[src/rtl/cpu_io_pkg.sv]
`default_nettype none
// ============================================================================
// Module      : cpu_io_pkg
// Description : Shared types and constants for the PS/2 keypad front end:
//               frame FSM states, scan-code values, key-code values and the
//               make-code to key-code lookup.
// Revision    : 1.0 - initial release
// ============================================================================
package cpu_io_pkg;

  // Width of a mapped key code (0..17 fits in 5 bits).
  localparam int unsigned KEY_W = 5;

  // PS/2 frame receiver states.
  typedef enum logic [1:0] {
    ST_IDLE   = 2'd0,
    ST_DATA   = 2'd1,
    ST_PARITY = 2'd2,
    ST_STOP   = 2'd3
  } ps2_state_e;

  // Prefix bytes.
  localparam logic [7:0] SC_BREAK  = 8'hF0;
  localparam logic [7:0] SC_EXTEND = 8'hE0;

  // Make codes for the digit keys 0..9.
  localparam logic [7:0] SC_0 = 8'h45;
  localparam logic [7:0] SC_1 = 8'h16;
  localparam logic [7:0] SC_2 = 8'h1E;
  localparam logic [7:0] SC_3 = 8'h26;
  localparam logic [7:0] SC_4 = 8'h25;
  localparam logic [7:0] SC_5 = 8'h2E;
  localparam logic [7:0] SC_6 = 8'h36;
  localparam logic [7:0] SC_7 = 8'h3D;
  localparam logic [7:0] SC_8 = 8'h3E;
  localparam logic [7:0] SC_9 = 8'h46;

  // Make codes for the hex letter keys A..F.
  localparam logic [7:0] SC_A = 8'h1C;
  localparam logic [7:0] SC_B = 8'h32;
  localparam logic [7:0] SC_C = 8'h21;
  localparam logic [7:0] SC_D = 8'h23;
  localparam logic [7:0] SC_E = 8'h24;
  localparam logic [7:0] SC_F = 8'h2B;

  // Control keys.
  localparam logic [7:0] SC_ENTER = 8'h5A;
  localparam logic [7:0] SC_BKSP  = 8'h66;

  localparam logic [KEY_W-1:0] KEY_ENTER = 5'd16;
  localparam logic [KEY_W-1:0] KEY_BKSP  = 5'd17;

  // Result of a scan-code lookup: hit=0 means the byte is not a mapped key.
  typedef struct packed {
    logic             hit;
    logic [KEY_W-1:0] code;
  } key_map_t;

  // Translate a make code into the CPU-facing key code.
  function automatic key_map_t map_scan(input logic [7:0] sc);
    key_map_t m;
    m.hit  = 1'b1;
    m.code = '0;
    case (sc)
      SC_0:     m.code = 5'd0;
      SC_1:     m.code = 5'd1;
      SC_2:     m.code = 5'd2;
      SC_3:     m.code = 5'd3;
      SC_4:     m.code = 5'd4;
      SC_5:     m.code = 5'd5;
      SC_6:     m.code = 5'd6;
      SC_7:     m.code = 5'd7;
      SC_8:     m.code = 5'd8;
      SC_9:     m.code = 5'd9;
      SC_A:     m.code = 5'd10;
      SC_B:     m.code = 5'd11;
      SC_C:     m.code = 5'd12;
      SC_D:     m.code = 5'd13;
      SC_E:     m.code = 5'd14;
      SC_F:     m.code = 5'd15;
      SC_ENTER: m.code = KEY_ENTER;
      SC_BKSP:  m.code = KEY_BKSP;
      default: begin
        m.hit  = 1'b0;
        m.code = '0;
      end
    endcase
    return m;
  endfunction

endpackage : cpu_io_pkg
`default_nettype wire

[src/rtl/key_fifo.sv]
`default_nettype none
// ============================================================================
// Module      : key_fifo
// Description : Small first-word-fall-through FIFO for decoded key codes.
//               A push while full is accepted only if a pop happens in the
//               same cycle; otherwise the new entry is dropped (the caller
//               flags the drop). Output reads 0 when empty.
// Revision    : 1.0 - initial release
// ============================================================================
module key_fifo
  import cpu_io_pkg::*;
#(
  parameter int unsigned DEPTH = 8   // power of two, 2..16
) (
  input  logic             clk,
  input  logic             rstn,
  input  logic             push,
  input  logic             pop,
  input  logic [KEY_W-1:0] din,
  output logic [KEY_W-1:0] dout,
  output logic [4:0]       count,
  output logic             full,
  output logic             empty
);

  localparam int unsigned PTR_W = $clog2(DEPTH);

  logic [KEY_W-1:0] mem_q [DEPTH];
  logic [PTR_W-1:0] wr_ptr_q;
  logic [PTR_W-1:0] rd_ptr_q;
  logic [4:0]       count_q;

  logic w_do_push;
  logic w_do_pop;

  assign full  = (count_q == 5'(DEPTH));
  assign empty = (count_q == 5'd0);

  // Pops on an empty FIFO are ignored; a full FIFO takes a push only when
  // the head is leaving in the same cycle.
  assign w_do_pop  = pop & ~empty;
  assign w_do_push = push & (~full | w_do_pop);

  assign dout  = empty ? '0 : mem_q[rd_ptr_q];
  assign count = count_q;

  // Storage array; contents are don't-care until written, so no reset.
  always_ff @(posedge clk) begin
    if (w_do_push) begin
      mem_q[wr_ptr_q] <= din;
    end
  end

  // Pointers wrap naturally because DEPTH is a power of two.
  always_ff @(posedge clk or negedge rstn) begin
    if (!rstn) begin
      wr_ptr_q <= '0;
      rd_ptr_q <= '0;
      count_q  <= '0;
    end else begin
      if (w_do_push) wr_ptr_q <= wr_ptr_q + PTR_W'(1);
      if (w_do_pop)  rd_ptr_q <= rd_ptr_q + PTR_W'(1);
      case ({w_do_push, w_do_pop})
        2'b10:   count_q <= count_q + 5'd1;
        2'b01:   count_q <= count_q - 5'd1;
        default: count_q <= count_q;
      endcase
    end
  end

endmodule : key_fifo
`default_nettype wire

[src/rtl/ps2_key_fifo.sv]
`default_nettype none
// ============================================================================
// Module      : ps2_key_fifo
// Description : PS/2 keyboard receiver for a hex keypad. Synchronises the raw
//               PS/2 lines, decodes 11-bit frames, filters break/extended
//               prefixes, maps make codes to key codes 0..17 and queues them
//               in a FIFO read by the CPU. Sticky overflow on dropped keys.
// Revision    : 1.0 - initial release
// ============================================================================
module ps2_key_fifo
  import cpu_io_pkg::*;
#(
  parameter int unsigned DEPTH       = 8,
  parameter int unsigned TIMEOUT_CYC = 20000
) (
  input  logic             clk,
  input  logic             rstn,
  input  logic             ps2_clk,
  input  logic             ps2_data,
  input  logic             pop,
  input  logic             clr_ovf,
  output logic             key_valid,
  output logic [KEY_W-1:0] key_code,
  output logic [4:0]       count,
  output logic             overflow
);

  localparam int unsigned TMO_W = $clog2(TIMEOUT_CYC + 1);

  // Synchroniser and edge-detect flops (idle-high line).
  logic [1:0] clk_sync_q;
  logic [1:0] dat_sync_q;
  logic       clk_prev_q;

  // Frame receiver state.
  ps2_state_e       state_q,   state_d;
  logic [2:0]       bit_cnt_q, bit_cnt_d;
  logic [7:0]       shift_q,   shift_d;
  logic             par_ok_q,  par_ok_d;
  logic [TMO_W-1:0] tmo_q,     tmo_d;
  logic             brk_q,     brk_d;
  logic             push_q,    push_d;
  logic [KEY_W-1:0] code_q,    code_d;
  logic             ovf_q;

  logic             w_fall;
  logic             w_data;
  key_map_t         w_map;
  logic             w_full;
  logic             w_empty;
  logic             w_drop;

  assign w_fall = clk_prev_q & ~clk_sync_q[1];
  assign w_data = dat_sync_q[1];
  assign w_map  = map_scan(shift_q);

  // Two-flop synchronisers plus one delay stage for falling-edge detection.
  always_ff @(posedge clk or negedge rstn) begin
    if (!rstn) begin
      clk_sync_q <= 2'b11;
      dat_sync_q <= 2'b11;
      clk_prev_q <= 1'b1;
    end else begin
      clk_sync_q <= {clk_sync_q[0], ps2_clk};
      dat_sync_q <= {dat_sync_q[0], ps2_data};
      clk_prev_q <= clk_sync_q[1];
    end
  end

  // Frame receiver registers.
  always_ff @(posedge clk or negedge rstn) begin
    if (!rstn) begin
      state_q   <= ST_IDLE;
      bit_cnt_q <= '0;
      shift_q   <= '0;
      par_ok_q  <= 1'b0;
      tmo_q     <= '0;
      brk_q     <= 1'b0;
      push_q    <= 1'b0;
      code_q    <= '0;
    end else begin
      state_q   <= state_d;
      bit_cnt_q <= bit_cnt_d;
      shift_q   <= shift_d;
      par_ok_q  <= par_ok_d;
      tmo_q     <= tmo_d;
      brk_q     <= brk_d;
      push_q    <= push_d;
      code_q    <= code_d;
    end
  end

  // Frame decode, prefix filtering, key mapping and stall timeout.
  always_comb begin
    state_d   = state_q;
    bit_cnt_d = bit_cnt_q;
    shift_d   = shift_q;
    par_ok_d  = par_ok_q;
    brk_d     = brk_q;
    push_d    = 1'b0;
    code_d    = code_q;

    if ((state_q == ST_IDLE) || w_fall) begin
      tmo_d = '0;
    end else begin
      tmo_d = tmo_q + TMO_W'(1);
    end

    if (w_fall) begin
      case (state_q)
        ST_IDLE: begin
          // A high bit while idle is line noise, not a start bit.
          if (!w_data) begin
            state_d   = ST_DATA;
            bit_cnt_d = '0;
            shift_d   = '0;
          end
        end
        ST_DATA: begin
          shift_d   = {w_data, shift_q[7:1]};
          bit_cnt_d = bit_cnt_q + 3'd1;
          if (bit_cnt_q == 3'd7) begin
            state_d = ST_PARITY;
          end
        end
        ST_PARITY: begin
          par_ok_d = ^{shift_q, w_data};
          state_d  = ST_STOP;
        end
        ST_STOP: begin
          state_d = ST_IDLE;
          if (par_ok_q && w_data) begin
            if (shift_q == SC_BREAK) begin
              brk_d = 1'b1;
            end else if (shift_q == SC_EXTEND) begin
              // Extended prefix carries no key and leaves the break state alone.
              brk_d = brk_q;
            end else if (brk_q) begin
              // Byte following a break prefix is a key release: drop it.
              brk_d = 1'b0;
            end else if (w_map.hit) begin
              push_d = 1'b1;
              code_d = w_map.code;
            end
          end
        end
        default: state_d = ST_IDLE;
      endcase
    end else if ((state_q != ST_IDLE) && (tmo_q == TMO_W'(TIMEOUT_CYC))) begin
      // Keyboard stalled mid-frame: abandon the partial byte.
      state_d = ST_IDLE;
      tmo_d   = '0;
    end
  end

  // A full FIFO only refuses the push when no pop frees a slot this cycle.
  assign w_drop = push_q & w_full & ~pop;

  // Sticky overflow; a drop in the same cycle as a clear keeps it set.
  always_ff @(posedge clk or negedge rstn) begin
    if (!rstn) begin
      ovf_q <= 1'b0;
    end else if (w_drop) begin
      ovf_q <= 1'b1;
    end else if (clr_ovf) begin
      ovf_q <= 1'b0;
    end
  end

  key_fifo #(
    .DEPTH (DEPTH)
  ) u_fifo (
    .clk   (clk),
    .rstn  (rstn),
    .push  (push_q),
    .pop   (pop),
    .din   (code_q),
    .dout  (key_code),
    .count (count),
    .full  (w_full),
    .empty (w_empty)
  );

  assign key_valid = ~w_empty;
  assign overflow  = ovf_q;

endmodule : ps2_key_fifo
`default_nettype wire
[config.mk]
export PLATFORM = sky130hd
export DESIGN_NAME = ps2_key_fifo
export DESIGN_NICKNAME = d
export VERILOG_FILES = /design/src/rtl/cpu_io_pkg.sv /design/src/rtl/key_fifo.sv /design/src/rtl/ps2_key_fifo.sv
export SDC_FILE = /design/constraint.sdc
export NUM_CORES = 1
export LEC_CHECK = 0
export BUFFER_PORTS_ARGS = -buffer_cell sky130_fd_sc_hd__buf_2
export CORE_ASPECT_RATIO = 1.4
export CORE_MARGIN = 4
export CORE_UTILIZATION = 53
export CTS_CLUSTER_SIZE = 24
export DETAILED_ROUTE_END_ITERATION = 10
export GPL_ROUTABILITY_DRIVEN = 0
export PLACE_DENSITY = 0.69
export SLEW_MARGIN = 20
export SYNTH_ARGS = -nofsm -noshare
export SYNTH_HDL_FRONTEND = slang
export SYNTH_SLANG_ARGS = --single-unit
export TNS_END_PERCENT = 30
[constraint.sdc]
create_clock -name clk -period 4.9 [get_ports clk]
set_clock_uncertainty 0.15 [all_clocks]
set_input_delay 0.245 -clock clk [delete_from_list [all_inputs] [get_ports clk]]
set_output_delay 0.245 -clock clk [all_outputs]
set_load 0.005 [all_outputs]
==> results of run 1 <==
cells by family (layout without fill, tap and decap cells):
group,count (synthesis),count (layout)
flip-flops,93,93
AND/OR/NAND/NOR,119,119
adder cells (fa/ha/maj),15,15
XOR/XNOR,28,28
buffers and inverters,33,52
AO/OA/AOI/OAI,43,43
multiplexers,22,22
cell usage after synthesis (all sizes together) (3+ instances only):
library cell | number | share of area, %
nor4bb | 3 | 0.67
and2 | 3 | 0.42
nor2 | 32 | 2.7
nand3 | 8 | 0.89
nand2b | 5 | 0.69
nand4 | 7 | 0.97
edfxtp | 40 | 27
ha | 14 | 3.9
mux2 | 7 | 1.9
nand2 | 18 | 1.5
nor2b | 6 | 0.83
clkbuf | 6 | 0.50
nor3b | 3 | 0.50
dfstp | 5 | 2.9
o22ai | 3 | 0.42
nor4 | 3 | 0.42
xnor2 | 12 | 2.3
o21ai | 10 | 1.2
inv | 14 | 1.2
xor2 | 15 | 2.9
a22o | 11 | 2.1
and3 | 7 | 0.97
nor3 | 5 | 0.67
mux2i | 5 | 1.1
buf | 13 | 2.1
mux4 | 10 | 5.0
a21oi | 4 | 0.44
nand3b | 3 | 0.50
dfrtp | 48 | 27
sequential cells by signal, indices dropped and copies added, names as in the netlist, 2 cells and up:
name	cells
shift_q	8
clk_sync_q	2
bit_cnt_q	3
code_q	5
u_fifo.mem_q	40
state_q	2
tmo_q	15
dat_sync_q	2
u_fifo.wr_ptr_q	3
u_fifo.rd_ptr_q	3
u_fifo.count	5
routing by layer:
layer,GRT usage (%),vias to the layer above,routed length [µm]
li1,-,1320,-
met1,21.00,1327,3286
met2,29.34,27,4081
met3,4.202,11,198
met4,5.808,0,140
met5,0,-,0
path summary, 6_finish.rpt:
check	startpoint	end	slack, ns	cells past startpoint
max in group asynchronous	rstn	shift_q[1]	3.75	3
min in group asynchronous	rstn	u_fifo.count[3]	0.40	3
min	pop	overflow	0.18	3
max	u_fifo.count[2]	u_fifo.count[4]	1.78	11
min reg2reg	dat_sync_q[0]	dat_sync_q[1]	0.21	0
max reg2reg	u_fifo.count[2]	u_fifo.count[4]	1.78	11
layout make-up:
| class | instances | area [µm²] |
|---|---|---|
| fill | 658 | 3266 |
| sequential | 93 | 2534 |
| multi-input combinational | 227 | 1809 |
| clock buffer | 11 | 242.7 |
| timing repair buffer | 22 | 132.6 |
| tap | 102 | 127.6 |
| clock inverter | 5 | 82.58 |
| inverter | 14 | 52.55 |
critical path, cell delays in order (launching register included):
cell and delay, ns:
dfrtp_1 0.41, nor4_1 0.39, and2b_1 0.31, inv_1 0.07, and2_1 0.20, ha_1 0.30, fa_1 0.43, a21o_1 0.20
a21oi_1 0.18, xor2_1 0.16, nor2_1 0.06, xor2_1 0.14
stage by stage:
| stage | setup slack [ns] | cell area [µm²] |
|---|---|---|
| 3_3_place_gp | 1.852 | 4616 |
| 5_1_grt | 1.561 | 4981 |
| 3_5_place_dp | 1.787 | 4616 |
| 6_report | 1.782 | 4981 |
| 2_1_floorplan | 1.972 | 4512 |
| 4_1_cts | 1.742 | 4981 |
cell usage in the layout (no fill, tap or decap), types with 5 or more instances in the layout:
master | Yosys | routed
nand2_1 | 18 | 18
mux4_2 | 10 | 10
inv_1 | 14 | 14
mux2_2 | 5 | 5
a22o_1 | 11 | 11
dfrtp_1 | 48 | 48
buf_2 | 6 | 17
mux2i_1 | 5 | 5
xor2_1 | 15 | 15
nand3_1 | 8 | 8
xnor2_1 | 12 | 12
nand2b_1 | 5 | 5
nor2_1 | 31 | 31
and3_1 | 7 | 7
clkbuf_16 | 0 | 9
nor2b_1 | 6 | 6
edfxtp_1 | 40 | 40
ha_1 | 14 | 14
dfstp_2 | 5 | 5
nand4_1 | 7 | 7
o21ai_0 | 8 | 7
where the power goes:
group          internal (µW)  switching (µW)
Clock                    464             283
Combinational            228             200
Sequential               872             144
==> reports/metrics.cfg, run 1 <==
[timing]
rsz0062_at_grt=no
fin_crit_sh_pct=63.63
clock.fmax_ghz=0.3207
fin_crit_ns=3.118
fin_tns_setup_ns=0
max_slew.worst_pin.slew_ns=0.7895
hold-worst-slack_ns=0.1770
setup_viol=0
slew_headroom_pct=46.96
final_max_slew_viol_count=0
hold_violations=0

[cts]
cts_buffer_depth=2
htree_num_levels=3
cts.sinks=93
postCtsHoldBufs=4
cts.repair.resized=0
post_cts_buffers=0
cts_tree=built
clk_pin_slew_ns=0.06
cts_made_buffers=9
clock_latency_ns=0.34
cts_root_buffer=clkbuf_16

[yosys]
synth_top_family_by_area=simple AND/OR/NAND/NOR gates
synth_ff_type=dfrtp_1
ys_ff_latch=93
synth_compound_area_share_pct=7.238
mappedNetlistNets=374
netlist_instances=353
ys_types=61
synthArstFlopShare_pct=56.99
synthesis.area_mm2=0.004512
synthMuxAreaShare_pct=8.014
synth_xor_area_share_pct=5.740
synthAdderAreaFrac_pct=4.326
synth_edf_count=40
post_synth_and_or_nand_nor_area_fraction_pct=14.78
ys_seq_area_share_pct=56.16
avgSynthCellArea_um2=12.78
ys_warn_count=0

[global_routing]
grt.total_usage_pct=17.04
antenna_found_initial=0
grt_max_degree=54
grt_pass1_wl_um=13240
grt_overflow=0
first_global_vias=2710

[run]
max-cap-violations=0

[floorplanning]
initial_core_util_pct=54.71
dieArea_mm2=0.01007
fp.coreArea_mm2=0.008247
rows=39
die_y_um=117.2
io_pins=18
die_width_um=85.98

[finish]
fin_cells=474
final_core_util_pct=60.40
layout-drive-gt1-share_pct=16.67
nNetsFinal=388
area_delta_synth_final_pct=10.40
antennaDiodeCount=0

[drt]
drt_iter0_markers=69
routed_wl_um=7707
viasPerCell=5.665
wl_per_cell_um=16.26
drtAntennaViolNets=0
via_count=2685
dr.pass1.iters=4
drc=0

[setup_path]
worst-setup-path-type=reg2reg
path_max_fanout=6
arrival_ns=3.19
critical_path_required_ns=4.97
cp-end-kind=flop
critPathLaunchType=flop

[placement]
numPortBuffers=17
place_inst=454
hpwl_um=5316

[outcome]
outcome=completed

[power]
p_leak_uw=0.001991
p_per_area_mw_per_mm2=439.9
max-vdd-ir-drop_v=0.0002667
design_power_total_uw=2191

[hold_path]
worstHoldPathType=in2reg

(Power assumes the default switching activity.)
==> run 2: changes to the inputs <==
==> constraint.sdc (replaced) <==
create_clock -name clk -period 3.2 [get_ports clk]
set_clock_uncertainty 0.15 [all_clocks]
set_input_delay 0.16 -clock clk [delete_from_list [all_inputs] [get_ports clk]]
set_output_delay 0.16 -clock clk [all_outputs]
set_load 0.005 [all_outputs]
==> run 2 against run 1 <==
Sequential cell count unchanged. Core utilization down 0.21 points. Critical path depth unchanged. Fmax up 5.3%. Clock-buffer cell count down 1. Non-clock buffer count up 2. Wire length up 2.4%. Via count up 0.63%. Die area unchanged. Worst hold slack worse by 0.12 ns. Highest routed layer unchanged.
==> reports/metrics.cfg, run 2 (synthesized netlist as in run 1, its figures left out) <==
[outcome]
outcome=completed

[floorplanning]
dieArea_mm2=0.01007  ; unchanged
die_width_um=85.98  ; unchanged
fp.coreArea_mm2=0.008247  ; unchanged
initial_core_util_pct=54.71  ; unchanged
io_pins=18  ; unchanged
die_y_um=117.2  ; unchanged
rows=39  ; unchanged

[global_routing]
antenna_found_initial=0  ; unchanged
grt_overflow=0  ; unchanged
first_global_vias=2756  ; +1.7%
grt.total_usage_pct=17.68  ; +0.64 points
grt_max_degree=36  ; -33%
grt_pass1_wl_um=13660  ; +3.2%

[drt]
via_count=2702  ; +0.63%
dr.pass1.iters=4  ; unchanged
drc=0  ; unchanged
drt_iter0_markers=74  ; +7.2%
viasPerCell=5.676  ; +0.21%
drtAntennaViolNets=0  ; unchanged
routed_wl_um=7889  ; +2.4%
wl_per_cell_um=16.57  ; +1.9%

[timing]
clock.fmax_ghz=0.3377  ; +5.3%
final_max_slew_viol_count=0  ; unchanged
fin_crit_sh_pct=92.52  ; +29 points
hold_violations=0  ; unchanged
slew_headroom_pct=45.50  ; -1.5 points
rsz0062_at_grt=no
fin_crit_ns=2.961  ; -0.1569 ns
setup_viol=0  ; unchanged
max_slew.worst_pin.slew_ns=0.8112  ; +0.02174 ns
fin_tns_setup_ns=0  ; unchanged

[finish]
nNetsFinal=390  ; +0.52%
largest_register_ffs=40  ; unchanged
largestRegisters=u_fifo.mem_q x40, tmo_q x15, shift_q x8
final_area_mm2=0.004964  ; -0.35%
regMostFlops=u_fifo.mem_q
layout_common_cells=dfrtp_1 (48), edfxtp_1 (40), nor2_1 (31)
mostFrequentLayoutCell=dfrtp_1
layout-drive-gt1-share_pct=17.38  ; +0.71 points
area_delta_synth_final_pct=10.01
antennaDiodeCount=0  ; unchanged

[run]
max-cap-violations=0  ; unchanged

[cts]
clock_latency_ns=0.34  ; about the same
cts_root_buffer=clkbuf_16
cts_tree=built
cts_made_buffers=9  ; unchanged
htree_num_levels=3  ; unchanged
clk_pin_slew_ns=0.07  ; about the same
post_cts_buffers=0  ; unchanged
cts_buffer_depth=2  ; unchanged
cts.sinks=93  ; unchanged

[power]
p_leak_uw=0.001982  ; -0.47%
design_power_total_uw=3251  ; +48%
max-vdd-ir-drop_v=0.0003680  ; +38%
p_per_area_mw_per_mm2=654.9  ; +49%

[setup_path]
critPathLaunchType=flop
arrival_ns=3.04  ; -0.15 ns
worst-setup-path-type=reg2reg
critical_path_required_ns=3.28  ; -1.69 ns
path_max_fanout=5  ; -1
cp-end-kind=flop

[hold_path]
worstHoldPathType=in2reg

[placement]
hpwl_um=5403  ; +1.6%
numPortBuffers=17  ; unchanged
place_area_mm2=0.004631  ; +0.33%

[run 2: cell types whose count changed in the layout (fill, tap and decap cells not counted)]
cell / before / now
buf_4: 1 / 3
bufinv_16: 2 / 0
clkinv_4: 0 / 2
clkbuf_1: 1 / 0
clkinv_2: 1 / 0
clkinvlp_4: 0 / 1
inv_8: 0 / 1
[run 2: metrics by stage]
step / utilization (%) / cells / hold slack, ns / setup WS [ns]
6_report: 60.19 / 476 / 0.05482 / 0.2392
5_1_grt: 60.19 / 476 / 0.09286 / 0.03845
4_1_cts: 60.19 / 476 / 0.04747 / 0.2380
3_5_place_dp: 56.15 / 456 / 0.1167 / 0.2544
3_3_place_gp: 56.15 / 456 / 0.1160 / 0.3131
2_1_floorplan: - / 353 / -0.2856 / 0.2720
[run 2: path summary, 6_finish.rpt]
kind                       slack (ns)  cells past startpoint             from                 end
max reg2reg                      0.24                     11  u_fifo.count[2]     u_fifo.count[4]
max in group asynchronous        1.79                      3             rstn       dat_sync_q[0]
max                              0.24                     11  u_fifo.count[2]     u_fifo.count[4]
min                              0.05                      3              pop            overflow
min in group asynchronous        0.29                      2             rstn  u_fifo.rd_ptr_q[2]
min reg2reg                      0.21                      0    clk_sync_q[0]       clk_sync_q[1]
[run 2: final cells by class]
type / instances / area (µm²)
clock inverters: 6 / 53.80
well taps: 102 / 127.6
inverters: 14 / 52.55
repair buffers: 24 / 147.6
clock buffers: 10 / 239.0
flip-flops and latches: 93 / 2534
fillers: 661 / 3283
multi-input cells: 227 / 1809
[run 2: timing repair]
item	in CTS	in global routing
hold buffers	4	0
hold endpoints to repair	37	0
resized for setup	0	0
[run 2: metal layers]
metal | up-vias | global-route usage (%) | wire length [µm]
met2 | 29 | 30.93 | 4097
li1 | 1326 | - | -
met1 | 1336 | 21.49 | 3453
met4 | 0 | 8.025 | 171
met5 | - | 0 | 0
met3 | 11 | 2.801 | 167
[run 2: critical path, cell delays in order, from the launching register on]
cell and delay (ns):
dfrtp_1 0.41, nor4_1 0.37, and2b_1 0.19, inv_1 0.05
and2_1 0.20, ha_1 0.30, fa_1 0.44, a21o_1 0.20
a21oi_1 0.17, xor2_1 0.15, nor2_1 0.06, xor2_1 0.14
[run 2: power by group]
group | leakage (µW) | switching (µW) | internal (µW)
Sequential | 0.00102 | 219 | 1340
Combinational | 0.000822 | 305 | 358
Clock | 0.000142 | 472 | 561
Total | 0.00198 | 996 | 2250
